--- src/rtl/sdram_arbiter_pkg.sv ---
// Shared types and default timing for the two-port SDRAM slot arbiter.
// Owner encoding and the per-port request bundle are used by the top level.
package sdram_arb_pkg;

    localparam int DEF_SLOT_LEN     = 6;
    localparam int DEF_RD_CAPTURE   = 4;
    localparam int DEF_STARVE_LIMIT = 4;

    typedef enum logic [1:0] {
        OWN_NONE = 2'd0,
        OWN_P0   = 2'd1,
        OWN_P1   = 2'd2
    } owner_t;

    typedef struct packed {
        logic        we;
        logic [23:0] addr;
        logic [1:0]  ds;
        logic [15:0] din;
    } req_bundle_t;

endpackage

--- src/rtl/sdram_slot_timer.sv ---
// Free-running access-slot counter plus the registered 8 MHz-equivalent slot sync.
// arb_edge marks the last cycle of a slot, whose closing edge is the arbitration edge.
module sdram_slot_timer #(
    parameter  int SLOT_LEN = 6,
    localparam int SLOT_W   = $clog2(SLOT_LEN)
) (
    input  logic              clk_64,
    input  logic              init,
    output logic [SLOT_W-1:0] slot,
    output logic              arb_edge,
    output logic              sdr_clk8
);

    localparam logic [SLOT_W-1:0] LAST_SLOT = SLOT_W'(SLOT_LEN - 1);
    localparam logic [SLOT_W-1:0] HALF_SLOT = SLOT_W'(SLOT_LEN / 2);

    logic [SLOT_W-1:0] r_slot;
    logic              r_clk8;
    logic [SLOT_W-1:0] w_slotNext;

    assign w_slotNext = (r_slot == LAST_SLOT) ? '0 : r_slot + SLOT_W'(1);

    // Sync is registered from the next slot value so its rising edge lands on slot cycle 0.
    always_ff @(posedge clk_64 or posedge init) begin
        if (init) begin
            r_slot <= '0;
            r_clk8 <= 1'b0;
        end else begin
            r_slot <= w_slotNext;
            r_clk8 <= (w_slotNext < HALF_SLOT);
        end
    end

    assign slot     = r_slot;
    assign arb_edge = (r_slot == LAST_SLOT);
    assign sdr_clk8 = r_clk8;

endmodule

--- src/rtl/sdram_arbiter.sv ---
// Two-port slot arbiter in front of the SDRAM controller: port 0 has fixed priority,
// a saturating starvation counter forces port 1 through after STARVE_LIMIT lost slots.
module sdram_arbiter
    import sdram_arb_pkg::*;
#(
    parameter int SLOT_LEN     = DEF_SLOT_LEN,
    parameter int RD_CAPTURE   = DEF_RD_CAPTURE,
    parameter int STARVE_LIMIT = DEF_STARVE_LIMIT
) (
    input  logic        clk_64,
    input  logic        init,
    input  logic        p0_req,
    input  logic        p0_we,
    input  logic [23:0] p0_addr,
    input  logic [1:0]  p0_ds,
    input  logic [15:0] p0_din,
    output logic        p0_ack,
    output logic [15:0] p0_dout,
    input  logic        p1_req,
    input  logic        p1_we,
    input  logic [23:0] p1_addr,
    input  logic [1:0]  p1_ds,
    input  logic [15:0] p1_din,
    output logic        p1_ack,
    output logic [15:0] p1_dout,
    output logic        sdr_clk8,
    output logic        sdr_oe,
    output logic        sdr_we,
    output logic [23:0] sdr_addr,
    output logic [1:0]  sdr_ds,
    output logic [15:0] sdr_din,
    input  logic [15:0] sdr_dout
);

    localparam int                SLOT_W       = $clog2(SLOT_LEN);
    localparam logic [SLOT_W-1:0] CAPTURE_SLOT = SLOT_W'(RD_CAPTURE);
    localparam logic [2:0]        STARVE_MAX   = 3'(STARVE_LIMIT);

    logic [SLOT_W-1:0] w_slot;
    logic              w_arbEdge;
    logic              w_p1Forced;
    logic              w_capture;
    owner_t            w_nextOwner;
    req_bundle_t       w_p0Bundle;
    req_bundle_t       w_p1Bundle;
    req_bundle_t       w_winBundle;

    owner_t            r_owner;
    logic [2:0]        r_starve;
    logic              r_sdrOe;
    logic              r_sdrWe;
    logic [23:0]       r_sdrAddr;
    logic [1:0]        r_sdrDs;
    logic [15:0]       r_sdrDin;
    logic              r_p0Ack;
    logic              r_p1Ack;
    logic [15:0]       r_p0Dout;
    logic [15:0]       r_p1Dout;

    sdram_slot_timer #(
        .SLOT_LEN (SLOT_LEN)
    ) u_timer (
        .clk_64   (clk_64),
        .init     (init),
        .slot     (w_slot),
        .arb_edge (w_arbEdge),
        .sdr_clk8 (sdr_clk8)
    );

    assign w_p0Bundle = '{we: p0_we, addr: p0_addr, ds: p0_ds, din: p0_din};
    assign w_p1Bundle = '{we: p1_we, addr: p1_addr, ds: p1_ds, din: p1_din};
    assign w_p1Forced = p1_req && (r_starve == STARVE_MAX);
    assign w_capture  = (w_slot == CAPTURE_SLOT);

    always_comb begin
        w_nextOwner = OWN_NONE;
        if (p0_req && !w_p1Forced) begin
            w_nextOwner = OWN_P0;
        end else if (p1_req) begin
            w_nextOwner = OWN_P1;
        end
    end

    assign w_winBundle = (w_nextOwner == OWN_P1) ? w_p1Bundle : w_p0Bundle;

    // The winner's command is loaded on the arbitration edge so it is stable for the whole slot.
    always_ff @(posedge clk_64 or posedge init) begin
        if (init) begin
            r_owner   <= OWN_NONE;
            r_starve  <= '0;
            r_sdrOe   <= 1'b0;
            r_sdrWe   <= 1'b0;
            r_sdrAddr <= '0;
            r_sdrDs   <= '0;
            r_sdrDin  <= '0;
        end else if (w_arbEdge) begin
            r_owner <= w_nextOwner;
            r_sdrOe <= (w_nextOwner != OWN_NONE) && !w_winBundle.we;
            r_sdrWe <= (w_nextOwner != OWN_NONE) &&  w_winBundle.we;
            if (w_nextOwner != OWN_NONE) begin
                r_sdrAddr <= w_winBundle.addr;
                r_sdrDs   <= w_winBundle.ds;
                r_sdrDin  <= w_winBundle.din;
            end
            if ((w_nextOwner == OWN_P1) || !p1_req) begin
                r_starve <= '0;
            end else if ((w_nextOwner == OWN_P0) && (r_starve != 3'd7)) begin
                r_starve <= r_starve + 3'd1;
            end
        end
    end

    // Completion is decided in the capture cycle, so ack and read data appear one cycle later together.
    always_ff @(posedge clk_64 or posedge init) begin
        if (init) begin
            r_p0Ack  <= 1'b0;
            r_p1Ack  <= 1'b0;
            r_p0Dout <= '0;
            r_p1Dout <= '0;
        end else begin
            r_p0Ack <= w_capture && (r_owner == OWN_P0);
            r_p1Ack <= w_capture && (r_owner == OWN_P1);
            if (w_capture && r_sdrOe && (r_owner == OWN_P0)) begin
                r_p0Dout <= sdr_dout;
            end
            if (w_capture && r_sdrOe && (r_owner == OWN_P1)) begin
                r_p1Dout <= sdr_dout;
            end
        end
    end

    assign sdr_oe   = r_sdrOe;
    assign sdr_we   = r_sdrWe;
    assign sdr_addr = r_sdrAddr;
    assign sdr_ds   = r_sdrDs;
    assign sdr_din  = r_sdrDin;
    assign p0_ack   = r_p0Ack;
    assign p1_ack   = r_p1Ack;
    assign p0_dout  = r_p0Dout;
    assign p1_dout  = r_p1Dout;

endmodule

--- config.mk ---
export PLATFORM = sky130hd
export DESIGN_NAME = sdram_arbiter
export DESIGN_NICKNAME = d
export VERILOG_FILES = /design/src/rtl/sdram_arbiter_pkg.sv /design/src/rtl/sdram_slot_timer.sv /design/src/rtl/sdram_arbiter.sv
export SDC_FILE = /design/constraint.sdc
export NUM_CORES = 1
export LEC_CHECK = 0
export ABC_AREA = 1
export CAP_MARGIN = 15
export CORE_ASPECT_RATIO = 0.9
export CORE_MARGIN = 2
export CORE_UTILIZATION = 45
export CTS_CLUSTER_SIZE = 8
export DETAILED_ROUTE_END_ITERATION = 8
export GPL_TIMING_DRIVEN = 0
export PLACE_DENSITY = 0.85
export SYNTH_ARGS = -nofsm -noshare
export SYNTH_HDL_FRONTEND = slang
export SYNTH_HIERARCHICAL = 1
export SYNTH_SLANG_ARGS = --single-unit
--- constraint.sdc ---
create_clock -name clk_64 -period 4.3 [get_ports clk_64]
set_input_delay 0.43 -clock clk_64 [delete_from_list [all_inputs] [get_ports clk_64]]
set_output_delay 0.43 -clock clk_64 [all_outputs]
set_load 0.05 [all_outputs]
==> flow_metrics.env <==
export IMPL_crit_reg2reg_launch="u_timer/slot[2]$_DFF_PP0_"
export IMPL_finalPower_uw=2360
export IMPL_ir_drop_uv=191
export IMPL_cp_num_cells=1
export IMPL_ys_seq_area_frac=0.523
export IMPL_finalHoldViolCount=0
export IMPL_min_path_type="in2async"
export IMPL_cts_max_level=3
export IMPL_cts_tree="built"
export IMPL_grt_pass1_wl_mm=17.9
export IMPL_r2r_setup_slack_ns=2.49
export IMPL_rr_worst_depth=8
export IMPL_die_y_um=95.3
export IMPL_drv_slew=0
export IMPL_crit_type="reg2out"
export IMPL_antenna_found_initial=0
export IMPL_syn_avg_cell_area_um2=7.58
export IMPL_final_period_utilization=0.474
export IMPL_gp_congestion=0.788
export IMPL_grt_overflow_total=0
export IMPL_crit_family="buffers and inverters"
export IMPL_initial_utilization=0.460
export IMPL_hold_buffers=0
export IMPL_antenna_left=0
export IMPL_cts_root_buf="clkbuf_8"
export IMPL_synth_nets=658
export IMPL_cts_resized=0
export IMPL_cts_made_buffers=9
export IMPL_grt_usage=0.225
export IMPL_core_area_um2=9040
export IMPL_layout_drive_gt1_share=0.0573
export IMPL_worst_slew_pin_slew_ns=0.549
export IMPL_status="finished, final reports clean"
export IMPL_ys_seq_elements=87
export IMPL_diodes=0
export IMPL_setup_ws_ns=2.26
export IMPL_dr_total_vias=4055
export IMPL_p_per_area_nw_per_um2=369
export IMPL_drc=0
export IMPL_clockBufferDepth=2
export IMPL_synth_cell_area_um2=4160
export IMPL_path_cells="clkdlybuf4s50_1"
export IMPL_startpoint_type="flop"
export IMPL_vias_per_cell=4.65
export IMPL_drtIter0Drc=132
export IMPL_fin_nets=854
export IMPL_crit_required_ns=3.87
export IMPL_critPathBufInv=1
export IMPL_grt_pass1_vias=3819
export IMPL_clk_latency_ns=0.35
export IMPL_maxCapViolCount=0
export IMPL_die_x_um=105
export IMPL_leakage_uw=0.00340
export IMPL_skew_ns=0.0102
export IMPL_cp_end_kind="primary output"
export IMPL_layout_commonest_cell="nand2_1"
export IMPL_slew_headroom=0.633
export IMPL_clock_sinks=87
export IMPL_period_needed_ns=2.04
export IMPL_areaGrowthSynthToFinish_pct=53.5
export IMPL_rsz0062_at_grt="false"
export IMPL_firstDrtPassIters=6
export IMPL_io_pins=185
export IMPL_clk_pin_slew_ns=0.08
export IMPL_yosysUniqueCellTypes=19
export IMPL_grt_max_degree=56
export IMPL_io_buffers=184
export IMPL_totalWireLength_mm=11.0
export IMPL_crit_slowest_cell="clkdlybuf4s50_1"
export IMPL_fin_tns_setup_ns=0
export IMPL_reg2reg_to="sdr_addr[22]$_DFFE_PP0P_"
export IMPL_num_rows=33
export IMPL_place_ws_ns=2.34
export IMPL_fillers=695
export IMPL_dp_hpwl_mm=8.51
export IMPL_wl_per_cell_um=12.6
export IMPL_setup_viol=0
export IMPL_cp_data_arrival_time_ns=1.61
export IMPL_fp_dieArea_um2=10000
export IMPL_path_max_fanout=4
export IMPL_yosys_warnings=6
export IMPL_timing_fmax_ghz=0.491
export IMPL_max_stage_delay_ns=0.85
export IMPL_final_cell_mix="222 x nand2_1, 184 x clkdlybuf4s50_1, 111 x inv_1, 87 x dfrtp_1, 48 x nand3_1"
export IMPL_cts_setup_buffers=0
export IMPL_synthCells=549
[synthesized netlist by cell type (all sizes together)]
cell	number	area (um^2)
a21boi	1	18.8
buf	16	126
clkbuf	6	22.5
dfrtp	87	2180
ha	3	37.5
inv	114	428
nand2	224	846
nand3	48	240
nand4	3	18.8
nor2	9	55.1
nor3	2	10.0
o21ai	36	184
[flip-flops by register name (all words and copies together) (netlist names)]
name	count
sdr_addr	24
p0_ack	1
p0_dout	16
p1_ack	1
sdr_oe	1
sdr_din	16
p1_dout	16
sdr_we	1
r_starve	3
sdr_ds	2
r_owner	2
u_timer/slot	3
u_timer/sdr_clk8	1
[layout make-up]
type	count	area, um^2	area share
clock inverter	6	65.1	0.0102
inverter	114	430	0.0673
clock buffer	10	138	0.0215
timing repair buffer	185	1870	0.292
sequential	87	2180	0.341
tap	122	153	0.0239
multi-input combinational	326	1410	0.221
buffer	22	149	0.0233
[logic make-up (layout without fill, tap and decap cells)]
logic type	Yosys count	count (layout)	synth area share
and+or+nand+nor	286	286	0.281
buffers and inverters	136	337	0.139
DFF	87	87	0.523
AOI/OAI and AO/OA	37	37	0.0487
adders and majority gates	3	3	0.00902
[layer usage]
layer,global-route usage,vias up,part of all wire
met3,0.0622,19,0.069
met4,0.0678,0,0.021
met5,0,-,0
met2,0.399,168,0.50
li1,-,2011,-
met1,0.268,1857,0.41
[stage by stage]
step / hold WS, ns / utilization / area [um^2] / cells
global route: 0.359 / 0.707 / 6390 / 872
global placement: 0.446 / 0.681 / 6160 / 855
finish: 0.346 / 0.707 / 6390 / 872
floorplan: 0.196 / - / 4160 / 549
CTS: 0.342 / 0.707 / 6390 / 872
detailed placement: 0.445 / 0.684 / 6190 / 856
[power breakdown]
part / leakage [uW] / internal (uW) / switching [uW]
clock: 0.000103 / 286 / 289
combinational: 0.00228 / 304 / 504
sequential: 0.00101 / 914 / 58.5
[worst max-delay path by stage]
stage | from | endpoint | slack, ns
3_5_place_dp | p1_req | sdr_addr[2]$_DFFE_PP0P_ | 2.34
6_report | sdr_oe$_DFFE_PP0P_ | sdr_oe | 2.26
4_1_cts | sdr_oe$_DFFE_PP0P_ | sdr_oe | 2.25
5_1_grt | sdr_oe$_DFFE_PP0P_ | sdr_oe | 2.21
3_3_place_gp | init | sdr_addr[1]$_DFFE_PP0P_ | 0.52
2_1_floorplan | init | p0_ack$_DFF_PP0_ | 1.73
No activity file was read; power rests on OpenSTA's default activity.
==> RTL edit (same flow settings) <==
The package constant `DEF_SLOT_LEN` goes from 6 to 12.
--- a/src/rtl/sdram_arbiter_pkg.sv
+++ b/src/rtl/sdram_arbiter_pkg.sv
@@ -2,7 +2,7 @@
 // Owner encoding and the per-port request bundle are used by the top level.
 package sdram_arb_pkg;
 
-    localparam int DEF_SLOT_LEN     = 6;
+    localparam int DEF_SLOT_LEN     = 12;
     localparam int DEF_RD_CAPTURE   = 4;
     localparam int DEF_STARVE_LIMIT = 4;
 
Formal check against the unedited RTL: not equivalent (a bounded check fails within 4 cycles, from zero or initial values).
==> RTL edit against the original RTL <==
  * Design area is 1.7% higher
  * Maximum frequency about the same
  * Area after synthesis up 2.2%
  * Sequential power fell by 2%
  * Sequential cell count increased by 1
  * Via count up 1.9%
  * Routed wire length is 5.2% higher
  * Non-clock buffer count stayed put
  * Global-route usage is 0.77 points higher
  * Combinational power down 16%
  * Total power decreased by 3.5%
  * Worst setup slack got worse by 0.0015 ns
  * Clock skew rose by 0.0014 ns
  * Die area increased by 2.1%
==> RTL edit: results (changes against the original RTL) <==
Outcome:
- Outcome: finished clean (unchanged).

Logic synthesis:
- The number of distinct library cells after synthesis is 20 (was 19).
- Most used standard cells in the synthesized netlist: 225 x sky130_fd_sc_hd__nand2_1, 119 x sky130_fd_sc_hd__inv_1, 88 x sky130_fd_sc_hd__dfrtp_1, 50 x sky130_fd_sc_hd__nand3_1, 35 x sky130_fd_sc_hd__o21ai_0 (was 222 x sky130_fd_sc_hd__nand2_1, 112 x sky130_fd_sc_hd__inv_1, 87 x sky130_fd_sc_hd__dfrtp_1, 48 x sky130_fd_sc_hd__nand3_1, 35 x sky130_fd_sc_hd__o21ai_0).
- The adder-cell area share of the yosys netlist is 1.176% (was 0.9014%).
- The number of nets in the synthesized netlist is 674 (was 658).
- The predominant post-synthesis flop cell is sky130_fd_sc_hd__dfrtp_1 (unchanged).
- The proportion of synthesized chip area in sequential cells is 51.73% (was 52.28%).
- Synth top area cells: sky130_fd_sc_hd__dfrtp_1 52%, sky130_fd_sc_hd__nand2_1 20%, sky130_fd_sc_hd__inv_1 10% (unchanged).
- The synthesized-area fraction occupied by ao, oa, aoi and oai cells is 4.556% (was 4.868%).

Detailed routing:
- The length of the first detailed-routing pass in iterations was 4 (was 6).
- The total wire length after detailed routing is 11.52 mm (was 10.95 mm).
- The DRC marker count from the first detailed-route iteration is 176 (was 132).
- The routed via count is 4134 (was 4055).

Power and ir drop:
- The leakage power summed over all cells is 3.454 nW (was 3.395 nW).

Layout:
- The share of final-layout standard cells stronger than drive strength 1 is 5.752% (was 5.733%).
- The number of nets in the final layout was 870 (was 854).
- The number of fillers in the final layout is 683 (was 695).
- The flip-flop count of the largest register after layout was 24 (unchanged).

GRT:
- The wire length of the first global-routing pass came to 18.64 mm (was 17.86 mm).
- The number of global-route vias before repair came to 3993 (was 3819).
- The met1 demand-to-capacity share in global routing came to 29.11% (was 26.79%).
- The met2 global-route usage came to 39.90% (was 39.95%).
- The global router's overall resource usage came to 23.24% (was 22.47%).
- The maximum number of pins on one net before global-route repair is 44 (was 56).
- The met3 layer usage reported by global route is 6.432% (was 6.220%).

STA:
- The final hold slack is 0.3645 ns (was 0.3463 ns).
- The setup skew after layout was 0.01154 ns (was 0.01017 ns).
- The remaining max-slew budget at the tightest pin is 62.22% (was 63.31%).

Critical path:
- The largest incremental delay on the critical path is 0.85 ns (about the same).

Place:
- The post-DP HPWL was 8.906 mm (was 8.508 mm).
- The routability congestion estimate from global placement is 0.8682 (was 0.7877).
RTL edit: routing by layer:
layer	vias up	part of all wire, %
met5	-	0
met4	0	1.2
met3	10	9.1
met2	172	48
met1	1896	42
li1	2056	-
RTL edit: worst paths after layout:
path | from | end | slack (ns) | depth (start not counted)
max | sdr_oe | sdr_oe | 2.26 | 1
min | init | u_timer/sdr_clk8 | 0.36 | 2
max reg2reg | u_timer/slot[0] | sdr_din[4] | 2.59 | 9
min reg2reg | r_owner[1] | p0_ack | 0.46 | 1
max in group asynchronous | init | sdr_we | 3.20 | 3
min in group clk_64 | r_owner[1] | p0_ack | 0.46 | 1
RTL edit: logic make-up (layout without fill, tap and decap cells):
logic type,count (synthesis),count (layout)
compound gates,36,36
fa+ha+maj,4,4
buf+inv,145,346
flops,88,88
simple gates,291,291
RTL edit: final cells by class:
cell class                 count  area share [%]
buffer                        22           2.291
timing repair buffer         185           28.64
tap                          122           2.348
clock buffer                   9           1.906
clock inverter                 7           1.578
inverter                     123           7.141
sequential                    88           33.88
multi-input combinational    331           22.21
RTL edit: power groups by stage:
stage	combinational [mW]	clock [mW]	sequential (mW)
after floorplan	0.125	0	1.23
after global placement	0.673	0	0.963
after detailed placement	0.685	0	0.965
after CTS	0.687	0.656	0.952
after global routing	0.728	0.688	0.961
final	0.682	0.638	0.952
RTL edit: stage by stage:
stage               instances  instance area, sq um  power (mW)  worst slack, ns
floorplan                 564                  4257       1.353            1.733
global placement          870                  6251       1.636           0.4752
detailed placement        871                  6274       1.651            2.348
CTS                       887                  6500       2.295            2.225
global route              887                  6500       2.377            2.194
finish                    887                  6500       2.273            2.261
